<file path="src/rtl/result_collector_if.sv">
// Handshake bundle between the crypto issue/return path and the result collector.
// The slave modport is the collector's view; the master modport drives it.
interface result_collector_if #(
  parameter int RESULT_W = 16,
  parameter int OP_W     = 4,
  parameter int TAG_W    = 2,
  parameter int DEPTH    = 4
);
  localparam int CNT_W = $clog2(DEPTH) + 1;

  logic                  issue_valid;
  logic [OP_W-1:0]       issue_op;
  logic [TAG_W-1:0]      issue_tag;
  logic                  res_valid;
  logic [RESULT_W-1:0]   res_data;
  logic [TAG_W-1:0]      res_tag;
  logic                  out_valid;
  logic [RESULT_W-1:0]   out_data;
  logic [TAG_W-1:0]      out_tag;
  logic                  out_ready;
  logic [CNT_W-1:0]      fifo_count;
  logic [2**TAG_W-1:0]   outstanding;
  logic                  err_unexpected;
  logic                  err_overflow;
  logic                  err_dup_issue;

  modport slave (
    input  issue_valid, issue_op, issue_tag,
    input  res_valid, res_data, res_tag,
    input  out_ready,
    output out_valid, out_data, out_tag,
    output fifo_count, outstanding,
    output err_unexpected, err_overflow, err_dup_issue
  );

  modport master (
    output issue_valid, issue_op, issue_tag,
    output res_valid, res_data, res_tag,
    output out_ready,
    input  out_valid, out_data, out_tag,
    input  fifo_count, outstanding,
    input  err_unexpected, err_overflow, err_dup_issue
  );
endinterface

</file>
<file path="src/rtl/result_collector.sv">
// Tracks outstanding result-producing tags, accepts matching results into a
// FIFO in arrival order and drains it over valid/ready.
module result_collector #(
  parameter int RESULT_W = 16,
  parameter int OP_W     = 4,
  parameter int TAG_W    = 2,
  parameter int DEPTH    = 4
) (
  input  logic              clk,
  input  logic              reset,
  result_collector_if.slave bus
);
  localparam int NTAG  = 2**TAG_W;
  localparam int PTR_W = $clog2(DEPTH);
  localparam int CNT_W = PTR_W + 1;
  localparam logic [OP_W-1:0] RESET_OP = OP_W'(1);

  logic [RESULT_W-1:0] data_mem [DEPTH];
  logic [TAG_W-1:0]    tag_mem  [DEPTH];
  logic [PTR_W-1:0]    wr_ptr, rd_ptr;
  logic [CNT_W-1:0]    count;
  logic [NTAG-1:0]     sb;
  logic                err_unexp_q, err_ovf_q, err_dup_q;

  logic                hit, pop, full, push, is_set, is_clr, dup;
  logic [NTAG-1:0]     sb_next;

  always_comb begin
    hit    = bus.res_valid && sb[bus.res_tag];
    pop    = (count != '0) && bus.out_ready;
    full   = (count == CNT_W'(DEPTH));
    push   = hit && (!full || pop);
    is_set = bus.issue_valid && bus.issue_op[OP_W-1];
    is_clr = bus.issue_valid && (bus.issue_op == RESET_OP);
    // A result returning on the same tag in the same cycle frees it, so no dup.
    dup    = is_set && sb[bus.issue_tag] &&
             !(bus.res_valid && (bus.res_tag == bus.issue_tag));
    sb_next = sb;
    if (hit)    sb_next[bus.res_tag]   = 1'b0;
    if (is_set) sb_next[bus.issue_tag] = 1'b1;
    if (is_clr) sb_next = '0;
  end

  // Control state: pointers, occupancy, scoreboard and error pulses
  always_ff @(posedge clk) begin
    if (reset) begin
      wr_ptr      <= '0;
      rd_ptr      <= '0;
      count       <= '0;
      sb          <= '0;
      err_unexp_q <= 1'b0;
      err_ovf_q   <= 1'b0;
      err_dup_q   <= 1'b0;
    end else begin
      sb          <= sb_next;
      if (push) wr_ptr <= wr_ptr + PTR_W'(1);
      if (pop)  rd_ptr <= rd_ptr + PTR_W'(1);
      count       <= count + CNT_W'(push) - CNT_W'(pop);
      err_unexp_q <= bus.res_valid && !sb[bus.res_tag];
      err_ovf_q   <= hit && !push;
      err_dup_q   <= dup;
    end
  end

  // Storage: data only, never reset
  always_ff @(posedge clk) begin
    if (push) begin
      data_mem[wr_ptr] <= bus.res_data;
      tag_mem[wr_ptr]  <= bus.res_tag;
    end
  end

  // Head is gated by valid so the unreset storage never shows after reset.
  assign bus.out_valid      = (count != '0);
  assign bus.out_data       = bus.out_valid ? data_mem[rd_ptr] : '0;
  assign bus.out_tag        = bus.out_valid ? tag_mem[rd_ptr]  : '0;
  assign bus.fifo_count     = count;
  assign bus.outstanding    = sb;
  assign bus.err_unexpected = err_unexp_q;
  assign bus.err_overflow   = err_ovf_q;
  assign bus.err_dup_issue  = err_dup_q;
endmodule
</file>
<file path="src/flat_wrapper.sv">
// flat-port wrapper written by rule: the top's interface ports become plain ports
module result_collector_flat 
#(
  parameter int RESULT_W = 16,
  parameter int OP_W     = 4,
  parameter int TAG_W    = 2,
  parameter int DEPTH    = 4
)
  (clk, reset, bus_issue_valid, bus_issue_op, bus_issue_tag, bus_res_valid, bus_res_data, bus_res_tag, bus_out_ready, bus_out_valid, bus_out_data, bus_out_tag, bus_fifo_count, bus_outstanding, bus_err_unexpected, bus_err_overflow, bus_err_dup_issue);
  result_collector_if #(.RESULT_W(RESULT_W), .OP_W(OP_W), .TAG_W(TAG_W), .DEPTH(DEPTH)) bus_i ();
  input  logic clk;
  input  logic reset;
  input wire logic [$bits(bus_i.issue_valid)-1:0] bus_issue_valid;
  input wire logic [$bits(bus_i.issue_op)-1:0] bus_issue_op;
  input wire logic [$bits(bus_i.issue_tag)-1:0] bus_issue_tag;
  input wire logic [$bits(bus_i.res_valid)-1:0] bus_res_valid;
  input wire logic [$bits(bus_i.res_data)-1:0] bus_res_data;
  input wire logic [$bits(bus_i.res_tag)-1:0] bus_res_tag;
  input wire logic [$bits(bus_i.out_ready)-1:0] bus_out_ready;
  output wire logic [$bits(bus_i.out_valid)-1:0] bus_out_valid;
  output wire logic [$bits(bus_i.out_data)-1:0] bus_out_data;
  output wire logic [$bits(bus_i.out_tag)-1:0] bus_out_tag;
  output wire logic [$bits(bus_i.fifo_count)-1:0] bus_fifo_count;
  output wire logic [$bits(bus_i.outstanding)-1:0] bus_outstanding;
  output wire logic [$bits(bus_i.err_unexpected)-1:0] bus_err_unexpected;
  output wire logic [$bits(bus_i.err_overflow)-1:0] bus_err_overflow;
  output wire logic [$bits(bus_i.err_dup_issue)-1:0] bus_err_dup_issue;
  assign bus_i.issue_valid = bus_issue_valid;
  assign bus_i.issue_op = bus_issue_op;
  assign bus_i.issue_tag = bus_issue_tag;
  assign bus_i.res_valid = bus_res_valid;
  assign bus_i.res_data = bus_res_data;
  assign bus_i.res_tag = bus_res_tag;
  assign bus_i.out_ready = bus_out_ready;
  assign bus_out_valid = bus_i.out_valid;
  assign bus_out_data = bus_i.out_data;
  assign bus_out_tag = bus_i.out_tag;
  assign bus_fifo_count = bus_i.fifo_count;
  assign bus_outstanding = bus_i.outstanding;
  assign bus_err_unexpected = bus_i.err_unexpected;
  assign bus_err_overflow = bus_i.err_overflow;
  assign bus_err_dup_issue = bus_i.err_dup_issue;
  result_collector #(.RESULT_W(RESULT_W), .OP_W(OP_W), .TAG_W(TAG_W), .DEPTH(DEPTH)) u_core (.clk(clk), .reset(reset), .bus(bus_i));
endmodule
</file>
<file path="config.mk">
export PLATFORM = sky130hd
export DESIGN_NAME = result_collector_flat
export DESIGN_NICKNAME = d
export VERILOG_FILES = /design/src/rtl/result_collector_if.sv /design/src/rtl/result_collector.sv /design/src/flat_wrapper.sv
export SDC_FILE = /design/constraint.sdc
export NUM_CORES = 1
export LEC_CHECK = 0
export CAP_MARGIN = 5
export CORE_AREA = 2 2 113 115
export CTS_CLUSTER_DIAMETER = 80
export DETAILED_ROUTE_END_ITERATION = 10
export DIE_AREA = 0 0 115 117
export HOLD_SLACK_MARGIN = 0.12
export SYNTH_ARGS = -nofsm -noshare
export SYNTH_HDL_FRONTEND = slang
export SYNTH_SLANG_ARGS = --single-unit
</file>
<file path="constraint.sdc">
create_clock -name clk -period 3.48 [get_ports clk]
set_input_delay 0.348 -clock clk [delete_from_list [all_inputs] [get_ports clk]]
set_output_delay 0.348 -clock clk [all_outputs]
set_load 0.005 [all_outputs]
</file>
==> flow_summary.ini, run 1 <==
[sta]
fin_crit_ps = 2710
setup_viol = 0
fmax_ghz = 0.369
worstMarginPinSlew_ps = 532
fin_skew_ps = 6.09
hold_viol = 0
tns_ps = 0
rsz0062_at_grt = no
maxSlewViolCount = 0
slew_headroom_pct = 64.5
timing.final.crit_share_pct = 77.8

[yosys]
synth_cell_type_count = 39
async_reset_ff_share_pct = 0
synth_mux_area_share_pct = 13.1
avgSynthCellArea_um2 = 17.9
synth_edf_count = 72
synthCells = 200
synth_top_flop_cell = edfxtp_1
yosys_warnings = 0
ys_seq_elements = 88
synth_compound_area_share_pct = 1.96
syn-cell-area_um2 = 3580
synth_adder_area_share_pct = 2.66
synth.yosys.seq_area_share_pct = 69.3
synth_xor_area_share_pct = 1.47
synth_top_family_by_area = multiplexers
synth_simple_gate_area_share_pct = 9.12
syn-num-nets = 236

[cells_and_area]
mostFrequentLayoutCells = edfxtp_1 (72), clkdlybuf4s50_1 (57), and2_1 (23)
layout_commonest_cell = edfxtp_1
antennaDiodeCount = 0
layout-drive-gt1-share_pct = 17.3
final_nets = 303
nFillCells = 1143
layoutNonFillerInstCount = 422
area.growth.synth_to_final_pct = 30.8

[power]
power.internal_mw = 2.45
clkPwrFrac_pct = 33.3
pwr-share-comb_pct = 28.5
switching_share_pct = 23.4
powerDensity_nw_per_um2 = 684
seq_power_share_pct = 38.3
p_sw_mw = 0.748
ir_drop_mv = 0.318
power.leakage_nw = 1.54

[drt]
vias_per_cell = 4.54
vias = 1915
wl_per_cell_um = 15.3
drt_pre_antenna_iters = 4
first_iter_violations = 76
wl_um = 6460
drtAntennaViolNets = 0
remaining_drc_errors = 0

[placed_design]
portBuffers = 57
place_hpwl_um = 4300
finalWeightedCongestion = 0.739
placedCellCount = 406

[clock_network]
cts_root_buf = clkbuf_16
clockBufferDepth = 2
clock_sinks = 88
insertion_delay_ps = 330
cts_buffers = 9
cts_hold_buf = 0
cts_tree = done
cts_resized = 0
htreeDepth = 3
postCtsSetupRepairBufs = 0
clk_pin_slew_ps = 60

[worst_setup_path]
worst-path-max-fanout = 14
slowest_stage = mux4_2
critPathMaxStageDelay_ps = 570
reg2reg_slack_ps = 970
crit_required_ps = 3130
critPathArrivalTime_ps = 2360
end_kind = output port
rr_startpoint = u_core.bus.fifo_count[1]
worstSetupStartpointType = flip-flop
timing_worst_setup_path_type = reg -> out
crit_chain = buf_4 > mux4_2 > and2_1 > clkdlybuf4s50_1

[die]
ios = 58
die_w_um = 115
rows = 41
coreArea_um2 = 12300
start_util_pct = 29.1
die_h_um = 117
floorplan.die_area_um2 = 13500

[global_routing]
grt_start_max_net_pins = 22
grt_pass1_vias = 1999
grt_pass1_wl_um = 10200
overflow = 0
antenna_found_initial = 0
gr-usage-met1_pct = 12.6
top_usage_layer = met2
grtUsageTotal_pct = 10.2
grtUsageMet2_pct = 17.0
met3_usage_pct = 2.42

[status]
status = finished clean

[flow_run]
drv_cap = 0

[min_path]
hp-class = reg -> reg
hold_start = u_core.bus.outstanding[2]
path summary, 6_finish.rpt:
path,endpoint,cells past startpoint
setup / recovery,bus_out_tag[1],4
hold / removal,u_core.bus.outstanding[2],2
setup reg to reg,u_core.bus.fifo_count[2],10
hold reg to reg,u_core.bus.outstanding[2],2
synthesized netlist by cell type (2+ instances only):
cell	count	area [um^2]
edfxtp_1	72	2160
and2_1	23	144
mux4_2	19	428
dfxtp_1	16	320
nor2_1	8	30.0
inv_1	7	26.3
ha_1	6	75.1
nand2_1	5	18.8
xnor2_1	5	43.8
buf_6	3	33.8
nand3_1	3	15.0
a21oi_1	2	10.0
clkbuf_1	2	7.51
mux2_4	2	30.0
nor2b_1	2	12.5
nor3b_1	2	15.0
through the flow:
| stage | area [um^2] | total power, mW | util, % | hold WS [ps] | setup WS (ps) |
|---|---|---|---|---|---|
| floorplan | 3580 | 1.73 | - | 447 | 1250 |
| global placement | 4340 | 2.18 | 35.3 | 500 | 667 |
| finish | 4680 | 3.20 | 38.0 | 523 | 772 |
| CTS | 4680 | 3.25 | 38.0 | 526 | 694 |
| detailed placement | 4340 | 2.18 | 35.3 | 519 | 637 |
| global route | 4680 | 3.37 | 38.0 | 550 | 612 |
worst max-delay path, delay by kind of cell, from the launching register on:
kind / cells / cell delay [ps]
buffers and inverters: 2 / 800
muxes: 1 / 570
DFF: 1 / 490
and+or+nand+nor: 1 / 170
metal layers:
layer	wire length, um	vias to the layer above
met5	0	-
met4	94	0
met3	301	7
met2	3200	46
met1	2870	965
li1	-	897
state kept, by name, summed over array words and instances (netlist names), named ones only:
name	flops
u_core.bus.err_dup_issue	1
u_core.bus.err_overflow	1
u_core.bus.err_unexpected	1
u_core.bus.fifo_count	3
u_core.bus.outstanding	4
u_core.data_mem	64
u_core.rd_ptr	2
u_core.tag_mem	8
u_core.wr_ptr	2
final cells by class:
class	instances	area, um^2	share of cell area [%]
Tap cell	150	188	4.01
Timing Repair Buffer	64	636	13.6
Sequential cell	88	2480	53.0
Clock inverter	5	105	2.24
Clock buffer	11	233	4.97
Multi-Input combinational cell	97	1010	21.6
Inverter	7	26.3	0.561
cell families after synthesis:
kind of cell / Yosys count
AOI/OAI and AO/OA: 9
muxes: 22
and+or+nand+nor: 53
adders and majority gates: 7
buffers and inverters: 15
xor gates and xnor gates: 6
DFF: 88
power groups by stage:
stage	registers [mW]	clock network [mW]	logic [mW]
floorplan	1.23	0	0.502
global placement	1.25	0	0.934
detailed placement	1.25	0	0.935
CTS	1.23	1.08	0.939
global route	1.23	1.13	1.00
finish	1.23	1.06	0.911
(Power assumes the default switching activity.)
==> inputs of run 2 (changes only) <==
Clock period 3.48 ns to 2.33 ns, I/O delays scaled along.
==> run 2 against run 1 <==
  * Critical endpoint is now bus_out_tag[0]
  * Worst hold slack improved by 7.6 ps
  * Worst setup slack worse by 690 ps
  * Utilization rose by 0.85 points
  * Count of clock-buffer cells in the layout is 2 lower
  * Flip-flop and latch count is the same
  * Clock power grew 22%
  * Total power is 46% higher
==> flow_summary.ini, run 2 (same netlist as run 1, synthesis figures left out) <==
[clock_network]
insertion_delay_ps = 330
cts_buffers = 9
clk_pin_slew_ps = 70
cts_tree = done
htreeDepth = 3
clock_sinks = 88
cts_root_buf = clkbuf_16
clockBufferDepth = 2
postCtsSetupRepairBufs = 0

[sta]
rsz0062_at_grt = no
fin_skew_ps = 9.92
worstMarginPinSlew_ps = 346
hold_viol = 0
slew_headroom_pct = 77.0
fin_crit_ps = 2250
fmax_ghz = 0.445
timing.final.crit_share_pct = 96.4
hold_ws_ps = 530
tns_ps = 0
maxSlewViolCount = 0
setup_viol = 0
fin_ws_ps = 85.0

[cells_and_area]
final_area_um2 = 4790
largest-register = u_core.data_mem
final_util_pct = 38.9
area.growth.synth_to_final_pct = 33.7
largest_reg_flops = 64
antennaDiodeCount = 0
layout_commonest_cell = edfxtp_1
layout-drive-gt1-share_pct = 22.6
final_nets = 319
mostFrequentLayoutCells = edfxtp_1 (72), clkdlybuf4s50_1 (57), and2_1 (23)

[global_routing]
grtUsageMet2_pct = 18.4
grt_pass1_wl_um = 10900
top_usage_layer = met2
antenna_found_initial = 0
grt_start_max_net_pins = 21
gr-usage-met1_pct = 13.6
grtUsageTotal_pct = 11.1
overflow = 0
grt_pass1_vias = 2087
met3_usage_pct = 3.45

[die]
ios = 58
start_util_pct = 29.1
die_w_um = 115
rows = 41
coreArea_um2 = 12300
floorplan.die_area_um2 = 13500
die_h_um = 117

[drt]
wl_um = 6760
remaining_drc_errors = 0
drtAntennaViolNets = 0
vias = 1994
vias_per_cell = 4.55
wl_per_cell_um = 15.4
first_iter_violations = 126
drt_pre_antenna_iters = 4

[worst_setup_path]
reg2reg_depth = 9
reg2reg_slack_ps = 130
crit_required_ps = 2100
worstSetupStartpointType = flip-flop
critPathCapture = bus_out_tag[0]
end_kind = output port
worstReg2RegEnd = u_core.bus.fifo_count[2]
rr_startpoint = u_core.bus.fifo_count[1]
critPathArrivalTime_ps = 2010
timing_worst_setup_path_type = reg -> out
worst-path-max-fanout = 4

[placed_design]
place_hpwl_um = 4620
post-place-ws_ps = -107
finalWeightedCongestion = 0.807
placed_area_um2 = 4480
portBuffers = 57

[power]
ir_drop_mv = 0.344
powerDensity_nw_per_um2 = 973
power.leakage_nw = 1.61

[flow_run]
drv_cap = 0

[status]
status = finished clean

[min_path]
hp-class = reg -> reg
## run 2: changes by cell type in the layout (fill, tap and decap cells not counted)
cell | before | now
buf_12 | 1 | 3
buf_16 | 0 | 1
buf_4 | 6 | 18
buf_6 | 0 | 1
bufinv_16 | 3 | 0
clkbuf_1 | 2 | 0
clkinv_1 | 0 | 1
clkinv_2 | 0 | 2
clkinv_4 | 0 | 1
clkinvlp_2 | 0 | 1
clkinvlp_4 | 2 | 0
dfxtp_1 | 16 | 15
dfxtp_4 | 0 | 1
inv_6 | 0 | 2
## run 2: how the worst min path moves through the flow
| stage | from | endpoint | slack [ps] | cells past startpoint |
|---|---|---|---|---|
| 2_1_floorplan | bus_res_data[0] | u_core.data_mem[0][0] | 330 | 0 |
| 3_3_place_gp | u_core.bus.outstanding[1] | u_core.bus.outstanding[1] | 520 | 2 |
| 3_5_place_dp | u_core.bus.outstanding[1] | u_core.bus.outstanding[1] | 520 | 2 |
| 4_1_cts | bus_res_data[2] | u_core.data_mem[0][2] | 530 | 1 |
| 5_1_grt | bus_res_data[2] | u_core.data_mem[1][2] | 540 | 1 |
| 6_report | u_core.bus.outstanding[1] | u_core.bus.outstanding[1] | 530 | 2 |
## run 2: per-stage QoR
| step | cells | total power [mW] |
|---|---|---|
| after floorplan | 200 | 2.59 |
| after global placement | 421 | 3.38 |
| after detailed placement | 421 | 3.39 |
| after CTS | 438 | 4.75 |
| after global routing | 438 | 4.93 |
| final | 438 | 4.66 |
## run 2: layout make-up
type / count / area (um^2)
clock buffer: 9 / 225
fill: 1168 / 7520
timing repair buffer: 80 / 805
multi-input combinational: 97 / 1010
sequential: 88 / 2490
clock inverter: 7 / 45.0
inverter: 7 / 26.3
tap: 150 / 188
## run 2: routing by layer
layer  wire length, um  share of wire, %
met3               384               5.7
met5                 0                 0
met4                95               1.4
met2              3350                50
met1              2920                43
## run 2: repair_timing
action,in CTS,in global routing
hold buffers,0,0
cloned,1,0
resized for setup,3,1
setup endpoints to repair,4,1
## run 2: critical path, stage by stage, from the launching register on
cell and delay (ps):
dfxtp_4 400, buf_6 140, mux4_2 490, and2_1 190, clkdlybuf4s50_1 450
## run 2: power breakdown
part	total [mW]	internal (mW)	switching, mW
Clock	1.29	0.720	0.565
Sequential	1.82	1.76	0.0515
Combinational	1.56	0.984	0.575
